### config.mk
export PLATFORM = sky130hd
export DESIGN_NAME = alu_execute_unit
export DESIGN_NICKNAME = d
export VERILOG_FILES = /design/src/rtl/alu_execute_unit.sv
export SDC_FILE = /design/constraint.sdc
export NUM_CORES = 1
export LEC_CHECK = 0
export ABC_AREA = 1
export ABC_CLOCK_PERIOD_IN_PS = 4400
export BUFFER_PORTS_ARGS = -buffer_cell sky130_fd_sc_hd__buf_2
export CAP_MARGIN = 20
export CORE_MARGIN = 2
export CORE_UTILIZATION = 40
export CTS_CLUSTER_DIAMETER = 50
export CTS_CLUSTER_SIZE = 30
export DETAILED_ROUTE_END_ITERATION = 10
export PLACE_DENSITY_LB_ADDON = 0.25
export REMOVE_ABC_BUFFERS = 1
export SETUP_SLACK_MARGIN = 0.15
export SYNTH_ARGS = -nofsm -noshare
export SYNTH_HDL_FRONTEND = slang
export SYNTH_SLANG_ARGS = --single-unit
### constraint.sdc
create_clock -name in_clk -period 4.4 [get_ports in_clk]
set_input_delay 0.44 -clock in_clk [delete_from_list [all_inputs] [get_ports in_clk]]
set_output_delay 0.44 -clock in_clk [all_outputs]
set_load 0.005 [all_outputs]
### src/rtl/alu_execute_unit.sv
// ALU execute unit: single-issue multi-cycle ALU with an IDLE/CALC/DONE
// handshake. Single-cycle arithmetic/logic ops, bit-serial shifts and an
// iterative shift-add multiplier share one set of operand latches.
module alu_execute_unit #(
    parameter int WIDTH = 16
) (
    input  logic             in_clk,
    input  logic             in_rst_n,
    input  logic [WIDTH-1:0] in_operand_1,
    input  logic [WIDTH-1:0] in_operand_2,
    input  logic [2:0]       in_alu_op,
    input  logic             in_start,
    output logic [WIDTH-1:0] out_result,
    output logic             out_busy,
    output logic             out_done,
    output logic [3:0]       out_flags
);

    localparam int SW = $clog2(WIDTH);
    localparam int CW = SW + 1;

    typedef enum logic [1:0] {
        IDLE = 2'd0,
        CALC = 2'd1,
        DONE = 2'd2
    } state_t;

    typedef enum logic [2:0] {
        OP_ADD = 3'd0,
        OP_SUB = 3'd1,
        OP_AND = 3'd2,
        OP_OR  = 3'd3,
        OP_XOR = 3'd4,
        OP_SHL = 3'd5,
        OP_SHR = 3'd6,
        OP_MUL = 3'd7
    } aluOp_t;

    state_t             r_state;
    state_t             w_stateNext;
    aluOp_t             r_op;
    logic [WIDTH-1:0]   r_work;
    logic [WIDTH-1:0]   r_op2;
    logic [2*WIDTH-1:0] r_acc;
    logic [2*WIDTH-1:0] r_mcand;
    logic [CW-1:0]      r_count;
    logic [WIDTH-1:0]   r_result;
    logic [3:0]         r_flags;

    logic               w_finish;
    logic [WIDTH-1:0]   w_resNext;
    logic               w_carryNext;
    logic               w_ovfNext;
    logic [WIDTH-1:0]   w_shiftNext;
    logic               w_shiftOut;
    logic [2*WIDTH-1:0] w_accNext;
    logic [WIDTH:0]     w_sum;
    logic [WIDTH:0]     w_diff;
    logic               w_lastIter;

    assign out_result = r_result;
    assign out_flags  = r_flags;

    // State register; reset aborts any operation in flight.
    always_ff @(posedge in_clk or negedge in_rst_n) begin
        if (!in_rst_n) begin
            r_state <= IDLE;
        end else begin
            r_state <= w_stateNext;
        end
    end

    // Next-state logic plus the status outputs decoded from the state.
    always_comb begin
        w_stateNext = r_state;
        out_busy    = 1'b0;
        out_done    = 1'b0;
        case (r_state)
            IDLE: begin
                if (in_start) begin
                    w_stateNext = CALC;
                end
            end
            CALC: begin
                out_busy = 1'b1;
                if (w_finish) begin
                    w_stateNext = DONE;
                end
            end
            DONE: begin
                out_busy    = 1'b1;
                out_done    = 1'b1;
                w_stateNext = IDLE;
            end
            default: begin
                w_stateNext = IDLE;
            end
        endcase
    end

    // One-step shift and multiply iteration terms from the latched operands.
    always_comb begin
        w_shiftNext = r_work;
        w_shiftOut  = 1'b0;
        if (r_op == OP_SHL) begin
            w_shiftNext = {r_work[WIDTH-2:0], 1'b0};
            w_shiftOut  = r_work[WIDTH-1];
        end else if (r_op == OP_SHR) begin
            w_shiftNext = {1'b0, r_work[WIDTH-1:1]};
            w_shiftOut  = r_work[0];
        end
        w_accNext  = r_op2[0] ? (r_acc + r_mcand) : r_acc;
        w_sum      = {1'b0, r_work} + {1'b0, r_op2};
        w_diff     = {1'b0, r_work} - {1'b0, r_op2};
        w_lastIter = (r_count <= CW'(1));
    end

    // Result and flag candidates; w_finish marks the final CALC cycle.
    always_comb begin
        w_resNext   = '0;
        w_carryNext = 1'b0;
        w_ovfNext   = 1'b0;
        w_finish    = 1'b0;
        case (r_op)
            OP_ADD: begin
                w_finish    = 1'b1;
                w_resNext   = w_sum[WIDTH-1:0];
                w_carryNext = w_sum[WIDTH];
                w_ovfNext   = (r_work[WIDTH-1] == r_op2[WIDTH-1]) &&
                              (w_sum[WIDTH-1] != r_work[WIDTH-1]);
            end
            OP_SUB: begin
                w_finish    = 1'b1;
                w_resNext   = w_diff[WIDTH-1:0];
                w_carryNext = w_diff[WIDTH];
                w_ovfNext   = (r_work[WIDTH-1] != r_op2[WIDTH-1]) &&
                              (w_diff[WIDTH-1] != r_work[WIDTH-1]);
            end
            OP_AND: begin
                w_finish  = 1'b1;
                w_resNext = r_work & r_op2;
            end
            OP_OR: begin
                w_finish  = 1'b1;
                w_resNext = r_work | r_op2;
            end
            OP_XOR: begin
                w_finish  = 1'b1;
                w_resNext = r_work ^ r_op2;
            end
            OP_SHL, OP_SHR: begin
                w_finish = w_lastIter;
                if (r_count == '0) begin
                    w_resNext   = r_work;
                    w_carryNext = 1'b0;
                end else begin
                    w_resNext   = w_shiftNext;
                    w_carryNext = w_shiftOut;
                end
            end
            OP_MUL: begin
                w_finish    = w_lastIter;
                w_resNext   = w_accNext[WIDTH-1:0];
                w_carryNext = |w_accNext[2*WIDTH-1:WIDTH];
            end
            default: begin
                w_finish = 1'b1;
            end
        endcase
    end

    // Operand latching, per-cycle iteration and registered result/flags.
    always_ff @(posedge in_clk or negedge in_rst_n) begin
        if (!in_rst_n) begin
            r_op     <= OP_ADD;
            r_work   <= '0;
            r_op2    <= '0;
            r_acc    <= '0;
            r_mcand  <= '0;
            r_count  <= '0;
            r_result <= '0;
            r_flags  <= '0;
        end else begin
            case (r_state)
                IDLE: begin
                    if (in_start) begin
                        r_op    <= aluOp_t'(in_alu_op);
                        r_work  <= in_operand_1;
                        r_op2   <= in_operand_2;
                        r_acc   <= '0;
                        r_mcand <= {{WIDTH{1'b0}}, in_operand_1};
                        if ((in_alu_op == OP_SHL) || (in_alu_op == OP_SHR)) begin
                            r_count <= {1'b0, in_operand_2[SW-1:0]};
                        end else if (in_alu_op == OP_MUL) begin
                            r_count <= CW'(WIDTH);
                        end else begin
                            r_count <= '0;
                        end
                    end
                end
                CALC: begin
                    if (w_finish) begin
                        r_result <= w_resNext;
                        r_flags  <= {(w_resNext == '0), w_resNext[WIDTH-1],
                                     w_carryNext, w_ovfNext};
                        r_count  <= '0;
                    end else begin
                        r_count <= r_count - CW'(1);
                        if (r_op == OP_MUL) begin
                            r_acc   <= w_accNext;
                            r_mcand <= r_mcand << 1;
                            r_op2   <= r_op2 >> 1;
                        end else begin
                            r_work <= w_shiftNext;
                        end
                    end
                end
                default: begin
                end
            endcase
        end
    end

endmodule

==> results of run 1 <==
final timing paths:
check / from / to / cells after the start
max: r_op[0] / r_op2[6] / 12
min: in_rst_n / r_mcand[5] / 1
max reg2reg: r_op[0] / r_op2[6] / 12
min reg2reg: out_result[8] / out_result[8] / 2
max in group asynchronous: in_rst_n / r_op2[4] / 2
min in group in_clk: in_operand_2[12] / r_op2[12] / 3
metal layers:
metal	vias to the layer above	share of wire [%]	GRT usage [%]
li1	5792	-	-
met1	5376	45	35.0
met2	343	47	43.6
met3	63	5.6	4.03
met4	0	2.7	9.65
met5	-	0	0
critical path: stages (launching register included):
cell and delay [ns]:
dfrtp_1 0.45, inv_2 0.12, nand3_1 0.72, nand2_2 0.30
o2bb2ai_1 0.12, nand2_1 0.13, inv_2 0.07, nor2_8 0.27
inv_2 0.10, a21oi_4 0.13, buf_4 0.50, o211ai_1 0.15
o21ai_0 0.13
cells in the final DEF, fill, tap and decap left out, types with 3 or more instances in the layout:
master	instances
inv_1	289
o221ai_1	10
inv_2	6
nand3_1	116
dfrtp_1	125
clkbuf_16	17
a31oi_1	3
bufinv_16	5
xor2_1	9
o21ai_0	165
buf_2	58
ha_1	84
o211ai_1	34
o21bai_1	6
o21a_1	5
a21oi_1	72
nor2_1	134
xnor2_1	15
a21o_1	6
o22ai_1	38
clkbuf_8	3
fa_1	3
buf_4	19
or2_2	3
nand2_1	541
nor3_1	13
nand4_1	14
nand3b_1	3
clkinv_2	3
a22oi_1	5
cell type report:
type	instances	area, sq um	share of cell area [%]
clock inverter	11	189	1.50
timing repair buffer	78	444	3.54
clock buffer	20	467	3.72
multi-input combinational	1297	6750	53.7
sequential	125	3130	24.9
inverter	297	1110	8.88
tap	378	473	3.77
power groups by stage:
stage                     Sequential (W)  Clock [W]  Combinational [W]
final                            0.00181    0.00162            0.00563
after global routing             0.00185    0.00168            0.00627
after CTS                        0.00180    0.00163            0.00556
after detailed placement         0.00182          0            0.00553
after global placement           0.00181          0            0.00548
after floorplan                  0.00178          0            0.00378
state kept, by name (all words and copies together) (netlist names):
signal      cells
out_flags       4
r_state         2
r_mcand        32
r_count         5
out_result     15
r_op            3
r_acc          32
r_op2          16
r_work         16
kinds of logic (layout without fill, tap and decap cells):
logic type                 count (synthesis)  count (layout)
and+or+nand+nor                          833             833
AOI/OAI and AO/OA                        353             353
xor gates and xnor gates                  24              24
adders and majority gates                 87              87
buffers and inverters                    362             406
DFF                                      125             125
per-stage QoR:
stage                     hold WS [ns]  setup slack, ns  cells  utilization [%]
after global routing             0.173            0.883   2206             45.2
after detailed placement         0.461             1.20   2175             42.9
final                           0.0896             1.07   2206             45.2
after global placement           0.458             1.27   2175             42.9
after CTS                        0.164             1.17   2206             45.2
after floorplan                  0.144            0.255   1719                -
==> results.py, run 1 <==
metrics = {
    "run_status": {
        "status": "finished clean",
    },
    "global_routing": {
        "track_usage_pct": 26.4,
        "grt_overflow": 0,
        "grt_start_max_net_pins": 95,
        "grt_pass1_vias": 10900,
        "antenna_found_initial": 0,
        "grt_pass1_wl_microns": 59700,
    },
    "pwr": {
        "finalPower_w": 0.00906,
        "p_clk_share_pct": 17.9,
        "switching_power_w": 0.00477,
        "p_per_area_nw_per_um2": 721,
        "p_int_w": 0.00429,
        "ir_drop_uv": 335,
        "power_leakage_nw": 6.63,
        "seq_power_share_pct": 19.9,
        "p_sw_share_pct": 52.6,
        "comb_power_share_pct": 62.2,
    },
    "clocking": {
        "cts_tree": "done",
        "cts_resized": 0,
        "clk_pin_slew_ns": 0.06,
        "clk_path_buf_depth": 2,
        "clkLatencyLatePin_ns": 0.44,
        "cts_made_buffers": 17,
        "cts_hold_buf": 0,
        "cts_root_buf": "clkbuf_16",
        "htreeDepth": 4,
        "post-cts-setup-buffers": 0,
        "clock-sinks": 125,
    },
    "synthesis": {
        "synthTopCellsByArea": "dfrtp_1, nand2_1, inv_1",
        "synthMuxAreaShare_pct": 0,
        "synth_top_cell_by_area": "dfrtp_1",
        "async_flop_share_pct": 100,
        "ys.flop_type": "dfrtp_1",
        "synth_most_common_cell": "nand2_1",
        "synth_edf_count": 0,
        "synth_simple_gate_area_share_pct": 30.0,
        "synth_compound_area_share_pct": 18.0,
        "syn_area_sq_um": 11300,
        "yosysTopAreaCellShare_pct": 27.7,
        "synthTopCellsByCount": "nand2_1, inv_1, o21ai_0",
        "synth_cell_types": 42,
        "synth_top_family_by_area": "simple AND/OR/NAND/NOR gates",
        "seq_area_frac_synth_pct": 27.7,
        "synth_fa_ha_area_share_pct": 9.85,
        "synth-seq-cells": 125,
        "synth_area_per_cell_sq_um": 6.32,
        "ys_warn_count": 0,
        "syn_inst": 1784,
        "synth_xor_area_share_pct": 1.86,
    },
    "place": {
        "gp_routability_congestion": 0.964,
        "dp_hpwl_microns": 28600,
        "io_buffer_count": 59,
        "postPlaceCellArea_sq_um": 11900,
    },
    "worst_setup_path": {
        "start_kind": "register",
        "cp.required_ns": 4.75,
        "path_max_fanout": 59,
        "cp-end-kind": "register",
        "crit_arrival_ns": 3.67,
        "r2r_setup_slack_ns": 1.07,
        "critPathKind": "register to register",
    },
    "final_layout": {
        "diodes": 0,
        "fin_nets": 1941,
        "drive_gt1_share_pct": 6.89,
        "stdcell_area_sq_um": 12600,
        "area_growth_pct": 11.4,
        "fillers": 2996,
    },
    "drt": {
        "vias": 11600,
        "drc": 0,
        "wire_per_inst_microns": 17.2,
        "first_iter_violations": 1008,
        "ant_nets": 0,
        "drt-vias-per-instance": 5.25,
        "totalWireLength_microns": 38000,
        "drt_pass1_iterations": 5,
    },
    "sta": {
        "tightestPinTransition_ns": 1.02,
        "clock_skew_ns": 0.0125,
        "drv_slew": 0,
        "fmax_ghz": 0.301,
        "fin_tns_setup_ns": 0,
        "fin_crit_sh_pct": 75.6,
        "finalHoldViolCount": 0,
        "setup_viol": 0,
        "relSlewSlack_pct": 31.9,
        "fin_crit_ns": 3.33,
        "rsz0062_at_grt": "false",
    },
    "die": {
        "rows": 61,
        "core_area_sq_um": 27800,
        "io_pins": 60,
        "die_x_microns": 172,
        "die-height_microns": 172,
        "initial_core_util_pct": 40.6,
        "dieArea_sq_um": 29500,
    },
    "flow_run": {
        "max-cap-violations": 0,
    },
    "min_path": {
        "hold_class": "primary input to async pin",
    },
}
Note: power is estimated with default switching activity, not from simulation.
==> inputs of run 2 (changes only) <==
--- a/config.mk
+++ b/config.mk
@@ -6,7 +6,7 @@
 export NUM_CORES = 1
 export LEC_CHECK = 0
 export ABC_AREA = 1
-export ABC_CLOCK_PERIOD_IN_PS = 4400
+export ABC_CLOCK_PERIOD_IN_PS = 2770
 export BUFFER_PORTS_ARGS = -buffer_cell sky130_fd_sc_hd__buf_2
 export CAP_MARGIN = 20
 export CORE_MARGIN = 2
==> constraint.sdc (replaced) <==
create_clock -name in_clk -period 2.77 [get_ports in_clk]
set_input_delay 0.277 -clock in_clk [delete_from_list [all_inputs] [get_ports in_clk]]
set_output_delay 0.277 -clock in_clk [all_outputs]
set_load 0.005 [all_outputs]
==> run 2 against run 1 <==
  * Design area increased by 9.3%
  * Register-to-register slack got worse by 0.89 ns
  * Worst hold slack got worse by 0.016 ns
  * Utilization increased by 4.2 points
  * Power increased by 71%
  * Clock power grew 36%
  * Clock skew grew 0.0053 ns
  * Critical endpoint is now out_flags[3]
==> results.py, run 2 (synthesis gave the netlist of run 1 again) <==
metrics = {
    "global_routing": {
        "grt_overflow": 0,
        "antenna_found_initial": 1,
        "grt_pass1_wl_microns": 61700,
        "grt_pass1_vias": 11400,
        "grt_start_max_net_pins": 90,
        "track_usage_pct": 27.3,
    },
    "sta": {
        "setup_viol": 0,
        "finalHoldViolCount": 0,
        "fin_crit_ns": 2.59,
        "relSlewSlack_pct": 45.2,
        "rsz0062_at_grt": "true",
        "fin_crit_sh_pct": 93.4,
        "drv_slew": 0,
        "fmax_ghz": 0.387,
        "clock_skew_ns": 0.0178,
        "tightestPinTransition_ns": 0.814,
    },
    "final_layout": {
        "fillers": 2892,
        "multi_input_area_sq_um": 7420,
        "diodes": 0,
        "regArea_sq_um": 3140,
        "layout_common_cells": "nand2_1, inv_1, o21ai_0, dfrtp_1, nor2_1",
        "final_common_cell": "nand2_1",
        "drive_gt1_share_pct": 17.5,
        "top_regs": "r_acc: 32 flops, r_mcand: 32 flops",
        "area_growth_pct": 21.8,
        "utilization_pct": 49.4,
        "fin_nets": 2012,
        "stdcell_area_sq_um": 13700,
    },
    "worst_setup_path": {
        "cp_cell_sequence": "buf_4 -> clkinv_2 -> ha_1 -> a21boi_0 -> nor2_1 -> nand2_1 -> o21ai_0 -> nand2_1 -> nor2_1 -> nand2_1 -> nor2_2 -> nand3_2 -> nor2_1 -> nand3_1 -> nand2_1",
        "cp_num_buf_inv": 2,
        "crit_path_frequent_cell": "nand2_1",
        "cp.required_ns": 3.14,
        "cp.depth": 15,
        "critPathKind": "register to register",
        "startpoint": "r_op2[0]",
        "start_kind": "register",
        "path_max_fanout": 20,
        "r2r_setup_slack_ns": 0.18,
        "r2r-start": "r_op2[0]",
        "slowest_delay_ns": 0.39,
        "critPathCapture": "out_flags[3]",
        "critPathSlowestCell": "dfrtp_1",
        "cp-end-kind": "register",
        "crit_arrival_ns": 2.96,
        "r2r_cells": 15,
        "r2r_end": "out_flags[3]",
        "crit_family": "simple AND/OR/NAND/NOR gates",
    },
    "die": {
        "rows": 61,
        "core_area_sq_um": 27800,
        "io_pins": 60,
        "die-height_microns": 172,
        "die_x_microns": 172,
        "initial_core_util_pct": 40.6,
        "dieArea_sq_um": 29500,
    },
    "min_path": {
        "hold_class": "primary input to register",
    },
    "clocking": {
        "clk_path_buf_depth": 2,
        "cts_tree": "done",
        "clkLatencyLatePin_ns": 0.44,
        "clk_pin_slew_ns": 0.07,
        "clock-sinks": 125,
        "htreeDepth": 4,
        "cts_root_buf": "clkbuf_16",
        "cts_made_buffers": 17,
    },
    "pwr": {
        "p_per_area_nw_per_um2": 1130,
        "power_leakage_nw": 6.97,
        "ir_drop_uv": 526,
    },
    "drt": {
        "totalWireLength_microns": 39700,
        "wire_per_inst_microns": 17.5,
        "first_iter_violations": 1018,
        "drt-vias-per-instance": 5.30,
        "ant_nets": 0,
        "drt_pass1_iterations": 5,
        "vias": 12100,
        "drc": 0,
    },
    "place": {
        "postPlaceCellArea_sq_um": 12400,
        "io_buffer_count": 59,
        "dp_hpwl_microns": 30000,
        "gp_routability_congestion": 0.963,
    },
    "run_status": {
        "status": "finished clean",
    },
    "flow_run": {
        "max-cap-violations": 0,
    },
}
run 2: worst register-to-register path: stages, from the launching register on:
cell and delay (ns):
dfrtp_1 0.39, buf_4 0.27, clkinv_2 0.23, ha_1 0.34, a21boi_0 0.13, nor2_1 0.11
nand2_1 0.05, o21ai_0 0.21, nand2_1 0.10, nor2_1 0.10, nand2_1 0.07, nor2_2 0.18
nand3_2 0.11, nor2_1 0.10, nand3_1 0.07, nand2_1 0.06
run 2: worst min-delay path by stage:
stage | startpoint | endpoint | cells after the start
floorplan | in_rst_n | out_flags[0] | 0
global route | in_operand_2[13] | r_op2[13] | 3
CTS | in_operand_2[11] | r_op2[11] | 3
detailed placement | in_rst_n | r_mcand[7] | 1
finish | in_operand_2[11] | r_op2[11] | 3
global placement | in_rst_n | r_acc[5] | 1
run 2: cell type report:
cell class | instances | share of cell area [%]
repair buffers | 149 | 7.50
inverters | 297 | 8.16
flip-flops and latches | 125 | 22.9
multi-input cells | 1297 | 54.0
clock buffers | 17 | 3.10
clock inverters | 13 | 0.930
well taps | 378 | 3.44
run 2: layer usage:
layer	global-route usage (%)	vias to the layer above	wire, microns
met5	0	-	0
met4	8.07	0	892
met3	3.43	62	2410
met2	46.1	375	18900
met1	36.6	5686	17500
li1	-	5942	-
run 2: report_power, final:
part	switching, W	internal, W	leakage, nW
Sequential	0.000490	0.00240	1.62
Clock	0.000908	0.00130	0.274
Combinational	0.00661	0.00378	5.08
run 2: per-stage QoR:
stage / worst slack [ns] / std cells / TNS (ns) / power [W] / hold slack, ns
floorplan: -1.37 / 1719 / -122.48 / 0.00882 / -0.0186
global placement: -0.0341 / 2235 / -0.0434 / 0.0123 / 0.302
CTS: 0.145 / 2266 / 0 / 0.0147 / 0.0689
detailed placement: -0.0356 / 2235 / -0.0356 / 0.0124 / 0.309
finish: 0.184 / 2276 / 0 / 0.0155 / 0.0733
global route: 0.0282 / 2276 / 0 / 0.0168 / 0.0937
run 2: repair_timing:
item	4_1_cts	5_1_grt
pin swaps	1	22
gates cloned	0	1
setup endpoints to repair	3	84
hold endpoints to repair	54	0
setup buffers	0	9
hold buffers	1	0
resized for setup	21	143
